File: config.mk
export PLATFORM = sky130hd
export DESIGN_NAME = alu_arbiter
export DESIGN_NICKNAME = d
export VERILOG_FILES = /design/src/rtl/alu_arbiter.sv
export SDC_FILE = /design/constraint.sdc
export NUM_CORES = 1
export LEC_CHECK = 0
export CAP_MARGIN = 20
export CORE_MARGIN = 5
export CORE_UTILIZATION = 45
export DETAILED_ROUTE_END_ITERATION = 8
export PLACE_DENSITY = 0.85
export SETUP_SLACK_MARGIN = 0.5
export SLEW_MARGIN = 20
export SYNTH_ARGS = -nofsm -noshare
export SYNTH_HDL_FRONTEND = slang
export SYNTH_SLANG_ARGS = --single-unit
File: constraint.sdc
create_clock -name clk -period 4.7 [get_ports clk]
set_input_delay 0.94 -clock clk [delete_from_list [all_inputs] [get_ports clk]]
set_output_delay 0.94 -clock clk [all_outputs]
set_load 0.005 [all_outputs]
File: src/rtl/alu_arbiter.sv
// alu_arbiter: two-port round-robin front end for a shared combinational ALU.
// One transaction is in flight at a time: accept in IDLE, launch registered
// operands, wait SETTLE cycles in EXEC, then hold the captured result in RESP
// until the owning port takes it.
module alu_arbiter #(
    parameter int WIDTH  = 4,
    parameter int SETTLE = 1
) (
    input  logic             clk,
    input  logic             rst,
    input  logic [1:0]       req_valid,
    output logic [1:0]       req_ready,
    input  logic [2:0]       req_op0,
    input  logic [2:0]       req_op1,
    input  logic             req_c0,
    input  logic             req_c1,
    input  logic [WIDTH-1:0] req_x0,
    input  logic [WIDTH-1:0] req_x1,
    input  logic [WIDTH-1:0] req_y0,
    input  logic [WIDTH-1:0] req_y1,
    output logic [1:0]       rsp_valid,
    input  logic [1:0]       rsp_ready,
    output logic [WIDTH-1:0] rsp_s,
    output logic             rsp_c,
    output logic             rsp_zero,
    output logic             rsp_of,
    output logic [2:0]       alu_op,
    output logic             alu_c,
    output logic [WIDTH-1:0] alu_x,
    output logic [WIDTH-1:0] alu_y,
    input  logic [WIDTH-1:0] alu_s,
    input  logic             alu_cout,
    input  logic             alu_zero,
    input  logic             alu_of
);

    typedef enum logic [1:0] {
        IDLE = 2'd0,
        EXEC = 2'd1,
        RESP = 2'd2
    } state_t;

    localparam logic [3:0] SETTLE_LOAD = 4'(SETTLE - 1);

    state_t           r_state;
    logic             r_last;
    logic             r_owner;
    logic [3:0]       r_cnt;
    logic [1:0]       r_rsp_valid;
    logic [WIDTH-1:0] r_rsp_s;
    logic             r_rsp_c;
    logic             r_rsp_zero;
    logic             r_rsp_of;
    logic [2:0]       r_alu_op;
    logic             r_alu_c;
    logic [WIDTH-1:0] r_alu_x;
    logic [WIDTH-1:0] r_alu_y;

    logic             w_gnt_any;
    logic             w_gnt_idx;
    logic [1:0]       w_req_ready;
    logic             w_accept;
    logic [2:0]       w_op;
    logic             w_c;
    logic [WIDTH-1:0] w_x;
    logic [WIDTH-1:0] w_y;

    // Round-robin grant: a lone requester wins, contention goes to the port
    // that was not served last. Ready is suppressed while reset is asserted.
    always_comb begin
        w_gnt_any   = 1'b0;
        w_gnt_idx   = 1'b0;
        w_req_ready = '0;
        case (req_valid)
            2'b01:   begin w_gnt_any = 1'b1; w_gnt_idx = 1'b0;    end
            2'b10:   begin w_gnt_any = 1'b1; w_gnt_idx = 1'b1;    end
            2'b11:   begin w_gnt_any = 1'b1; w_gnt_idx = ~r_last; end
            default: begin w_gnt_any = 1'b0; w_gnt_idx = 1'b0;    end
        endcase
        if (r_state == IDLE && w_gnt_any && !rst) begin
            w_req_ready[w_gnt_idx] = 1'b1;
        end
        w_accept = |(req_valid & w_req_ready);
    end

    // Operand mux selecting the granted port's request fields.
    always_comb begin
        w_op = w_gnt_idx ? req_op1 : req_op0;
        w_c  = w_gnt_idx ? req_c1  : req_c0;
        w_x  = w_gnt_idx ? req_x1  : req_x0;
        w_y  = w_gnt_idx ? req_y1  : req_y0;
    end

    // Sequencer FSM: launch, settle countdown, result capture and response hold.
    always_ff @(posedge clk or posedge rst) begin
        if (rst) begin
            r_state     <= IDLE;
            r_last      <= 1'b1;
            r_owner     <= 1'b0;
            r_cnt       <= '0;
            r_rsp_valid <= '0;
            r_rsp_s     <= '0;
            r_rsp_c     <= 1'b0;
            r_rsp_zero  <= 1'b0;
            r_rsp_of    <= 1'b0;
            r_alu_op    <= '0;
            r_alu_c     <= 1'b0;
            r_alu_x     <= '0;
            r_alu_y     <= '0;
        end else begin
            case (r_state)
                IDLE: begin
                    if (w_accept) begin
                        r_alu_op <= w_op;
                        r_alu_c  <= w_c;
                        r_alu_x  <= w_x;
                        r_alu_y  <= w_y;
                        r_owner  <= w_gnt_idx;
                        r_last   <= w_gnt_idx;
                        r_cnt    <= SETTLE_LOAD;
                        r_state  <= EXEC;
                    end
                end
                EXEC: begin
                    if (r_cnt == 4'd0) begin
                        r_rsp_s     <= alu_s;
                        r_rsp_c     <= alu_cout;
                        r_rsp_zero  <= alu_zero;
                        r_rsp_of    <= alu_of;
                        r_rsp_valid <= r_owner ? 2'b10 : 2'b01;
                        r_state     <= RESP;
                    end else begin
                        r_cnt <= r_cnt - 4'd1;
                    end
                end
                RESP: begin
                    if (rsp_ready[r_owner]) begin
                        r_rsp_valid <= '0;
                        r_state     <= IDLE;
                    end
                end
                default: begin
                    r_rsp_valid <= '0;
                    r_state     <= IDLE;
                end
            endcase
        end
    end

    assign req_ready = w_req_ready;
    assign rsp_valid = r_rsp_valid;
    assign rsp_s     = r_rsp_s;
    assign rsp_c     = r_rsp_c;
    assign rsp_zero  = r_rsp_zero;
    assign rsp_of    = r_rsp_of;
    assign alu_op    = r_alu_op;
    assign alu_c     = r_alu_c;
    assign alu_x     = r_alu_x;
    assign alu_y     = r_alu_y;

endmodule

; ---- Yosys cells after proc, flatten, opt, wreduce, memory -nomap -nowiden
; Index checks and enable logic that the tools add are counted.
[op_classes]
n_div = 0
magnitude_cmp = 3
mux = 21
n_eq_ne = 9
n_shift = 0
reduce_logical = 14
n_addsub = 1
multipliers = 0
bitwise = 3
[op_table]
columns = op, n
row1 = 4-bit 2-to-1 mux, 4
row2 = 2-bit 2-to-1 mux, 6
row3 = 2-bit one-hot mux with 3 select lines, 2
row4 = 3-bit AND reduction, 3
row5 = 2-bit inequality test (second input constant), 4
row6 = 4-bit one-hot mux with 2 select lines, 1
row7 = 2-bit == test (second input constant), 3
row8 = 1-bit 2-to-1 mux, 5
row9 = 2-bit by 1-bit == test with 1-bit output (second input constant), 2
row10 = 4-bit logical NOT, 1
row11 = 1-bit by 2-bit < comparator with 1-bit output (second input constant), 2
row12 = 2-bit AND reduction, 2
row13 = 4-bit by 1-bit subtractor with 4-bit output (second input constant), 1
row14 = 1-bit logical AND, 3
row15 = 3-bit 2-to-1 mux, 1
row16 = 3-bit OR reduction, 1
row17 = 2-bit AND, 1
row18 = 2-bit logical NOT, 1
row19 = 1-bit NOT, 2
row20 = 1-bit one-hot mux with 2 select lines, 1
row21 = 2-bit nonzero test, 1
row22 = 2-bit OR reduction, 1
row23 = 1-bit demux with 1-bit select, 1
row24 = 1-bit >= comparator (second input constant), 1
row25 = 1-bit logical NOT, 1
[word_totals]
in_bits = 37
mem_bits_rw = 0
mem_bits_ro = 0
memories = 0
out_inout_bits = 23
word_cells = 64
latchBits = 0
register_bits = 29

; ---- Depth between registers and ports, before layout
[logic_depth]
depth_word = 11
mapped_depth = 5
ltp_nobuf = 5

; ---- Worst setup path before layout
; OpenSTA, ideal clock, no wires.
[synth_path]
path_kind = input port to output port
from = input port rst
to = output port req_ready[1]
arrival_ps = 1722
t_required_ps = 3760
setup_slack_ps = 2038
stages = 4
path_buffers = 1
path_cell_list = or3_4 nor2_8 buf_6 and2_1
[synth_between]
elab_chain_len = 3
[synth_lines]
columns = item, line
row1 = "start, declared", 10  ; input logic rst,
row2 = 1-bit logical NOT (no line), -
row3 = 1-bit logical AND, 80  ; if (r_state == IDLE && w_gnt_any && !rst) begin
row4 = 2-bit 2-to-1 mux, 80
row5 = "end, declared", 12  ; output logic [1:0] req_ready,
; No other way between the ends.

; ---- Final worst setup path
; Same ends and word-level chain as after synthesis.

==> impl_metrics.yaml <==
routing:
  drt_pass1_iterations: 4
  vias_per_cell: 5.34
  drcViolationCount: 0
  detail-route-antenna-nets: 0
  drtIter0Drc: 29
  wire_per_inst_um: 16.8
  vias: 1052
  wl_mm: 3.32
final_layout:
  mostFrequentLayoutCells: "clkdlybuf4s50_1, mux2_2, dfrtp_1"
  layout-drive-gt1-share_pct: 28.7
  layout_commonest_cell: "clkdlybuf4s50_1"
  fin_util_pct: 68.7
  syn2layout_area_growth_pct: 49.0
  final_area_um2: 2060
  antenna_cells: 0
  fin_nets: 202
logic_synthesis:
  synth_top_cell_area_share_pct: 50.6
  syn_area_per_cell_um2: 14.0
  synthesis.area_um2: 1380
  synthTopCellsByArea: "dfrtp_1, mux2_2, dfstp_2"
  ys_types: 32
  synth_fp_nets: 137
  yosys_warnings: 0
  synth_area_leader_cell: "dfrtp_1"
  ys_ff_latch: 29
  synth_cells: 99
  synth_seq_area_share_pct: 52.5
floorplan:
  io_pins: 60
  start_util_pct: 46.1
  core_area_um2: 3000
  rows: 20
  dieArea_um2: 4280
  die_h_um: 65.5
  chipWidth_um: 65.5
cts:
  cts_max_path_buffers: 2
  cts_tree: "done"
  h-tree-depth: 2
  cts_setup_buffers: 0
  cts-buffers-inserted: 5
  cts_resized: 0
  clk_latency_ps: 310
  hold_buffers: 0
  clkSlewWorstSetupHoldPaths_ps: 80
  cts_root_buf: "clkbuf_4"
  cts.sinks: 29
placed_design:
  hpwl_mm: 2.60
  place.gp.congestion: 0.856
  placed_area_um2: 2010
  dp_slack_ps: 1080
  io_buffer_count: 59
global_routing:
  grt_max_degree: 30
  grt.total_usage_pct: 17.9
  antenna_found_initial: 0
  grt_pass1_vias: 1176
  overflow: 0
  grt_pass1_wl_mm: 5.53
sta:
  skew_ps: 7.23
  period_needed_ps: 3650
  layout_setup_ws_ps: 1050
  worst_pin_slew_ps: 584
  timing.final.crit_share_pct: 77.7
  maxSlewViolCount: 0
  relSlewSlack_pct: 61.0
  holdWs_ps: 496
  setup_violations: 0
  fmax_mhz: 274
  rsz0062_at_grt: "false"
  fin_tns_setup_ps: 0
  hold_viol_final: 0
setup_path:
  crit_chain: "clkdlybuf4s50_1 -> or3_4 -> nor2_8 -> and2_1 -> clkdlybuf4s50_1"
  cp_slowest_cell: "clkdlybuf4s50_1"
  end_kind: "output pin"
  cp-start-kind: "input pin"
  cp.required_ps: 3760
  cpMostUsedCell: "clkdlybuf4s50_1"
  arrival_ps: 2710
  cp_slowest_stage_delay_ps: 500
  worstPathMaxFanout: 16
  criticalPathCategory: "input pin to output pin"
worst_hold_path:
  hold_path.class: "flop to flop"
power:
  leakage_nw: 0.856
  power_density_nw_per_um2: 554
  peakVddDrop_mv: 0.254
status:
  status: "completed"
flow_run:
  maxCapViolCount: 0
## per-stage QoR
stage	total power, mW	std cells
floorplan	0.715	99
global placement	0.975	190
detailed placement	1.00	190
CTS	1.16	197
global route	1.23	197
finish	1.14	197
## layout make-up
cell class	instances	area (µm²)
fillers	245	941
inverters	3	11.3
flip-flops and latches	29	727
multi-input cells	65	629
repair buffers	60	598
clock buffers	7	55.1
well taps	33	41.3
## power breakdown
group	switching, mW	internal (mW)
sequential	0.0789	0.374
combinational	0.191	0.351
clock	0.0762	0.0705
## worst paths after layout
check / endpoint / slack, ps / startpoint / depth (start not counted)
setup / recovery: req_ready[1] / 1050 / rst / 5
hold / removal: alu_op[1]$_DFFE_PP0P_ / 500 / alu_op[1]$_DFFE_PP0P_ / 1
setup reg to reg: rsp_s[3]$_DFFE_PP0P_ / 2950 / r_cnt[0]$_DFFE_PP0P_ / 5
hold reg to reg: alu_op[1]$_DFFE_PP0P_ / 500 / alu_op[1]$_DFFE_PP0P_ / 1
max in group asynchronous: alu_x[0]$_DFFE_PP0P_ / 3260 / rst / 2
min in group asynchronous: r_state[0]$_DFFE_PP0P_ / 1040 / rst / 2
## per-layer routing
metal / global-route usage [%] / up-vias / part of all wire (%)
met5: 0 / - / 0
met3: 5.81 / 4 / 7.1
li1: - / 493 / -
met4: 10.1 / 0 / 1.5
met2: 31.2 / 41 / 54
met1: 18.7 / 514 / 38
## sequential cells by signal (all words and copies together), names as in the netlist, 2 cells and up
| register | count |
|---|---|
| rsp_valid | 2 |
| r_state | 2 |
| r_cnt | 4 |
| alu_op | 3 |
| alu_x | 4 |
| alu_y | 4 |
| rsp_s | 4 |
## Yosys cell counts
cell type  instances
buf_6              1
nand2b_1           1
nor2_8             1
nor2_1             1
dfrtp_1           28
o32ai_1            1
nand3_1            2
a21oi_1            1
o21ai_0            3
o2bb2ai_1          1
inv_1              3
mux2_2            32
a21o_1             1
or3b_2             1
or3_1              1
and4bb_2           1
dfstp_2            1
a211o_1            1
nor2b_1            1
a21boi_2           1
nand2_1            1
nor3_1             1
buf_2              1
mux2_1             2
or4_1              1
o22ai_1            1
nor3b_2            1
mux2i_1            2
nor3b_1            3
ha_1               1
and2_1             1
or3_4              1
## worst max-delay path: cells and delay by family
kind,cells,cell delay [ps]
buffers and inverters,2,940
and+or+nand+nor,3,830
## logic make-up (layout without fill, tap and decap cells)
family | Yosys count | count (layout) | synth area share, %
compound gates | 10 | 10 | 5.15
fa+ha+maj | 1 | 1 | 0.904
buf+inv | 5 | 70 | 1.99
flops | 29 | 29 | 52.5
mux | 36 | 36 | 29.1
simple gates | 18 | 18 | 10.3
No activity file was read; power rests on OpenSTA's default activity.
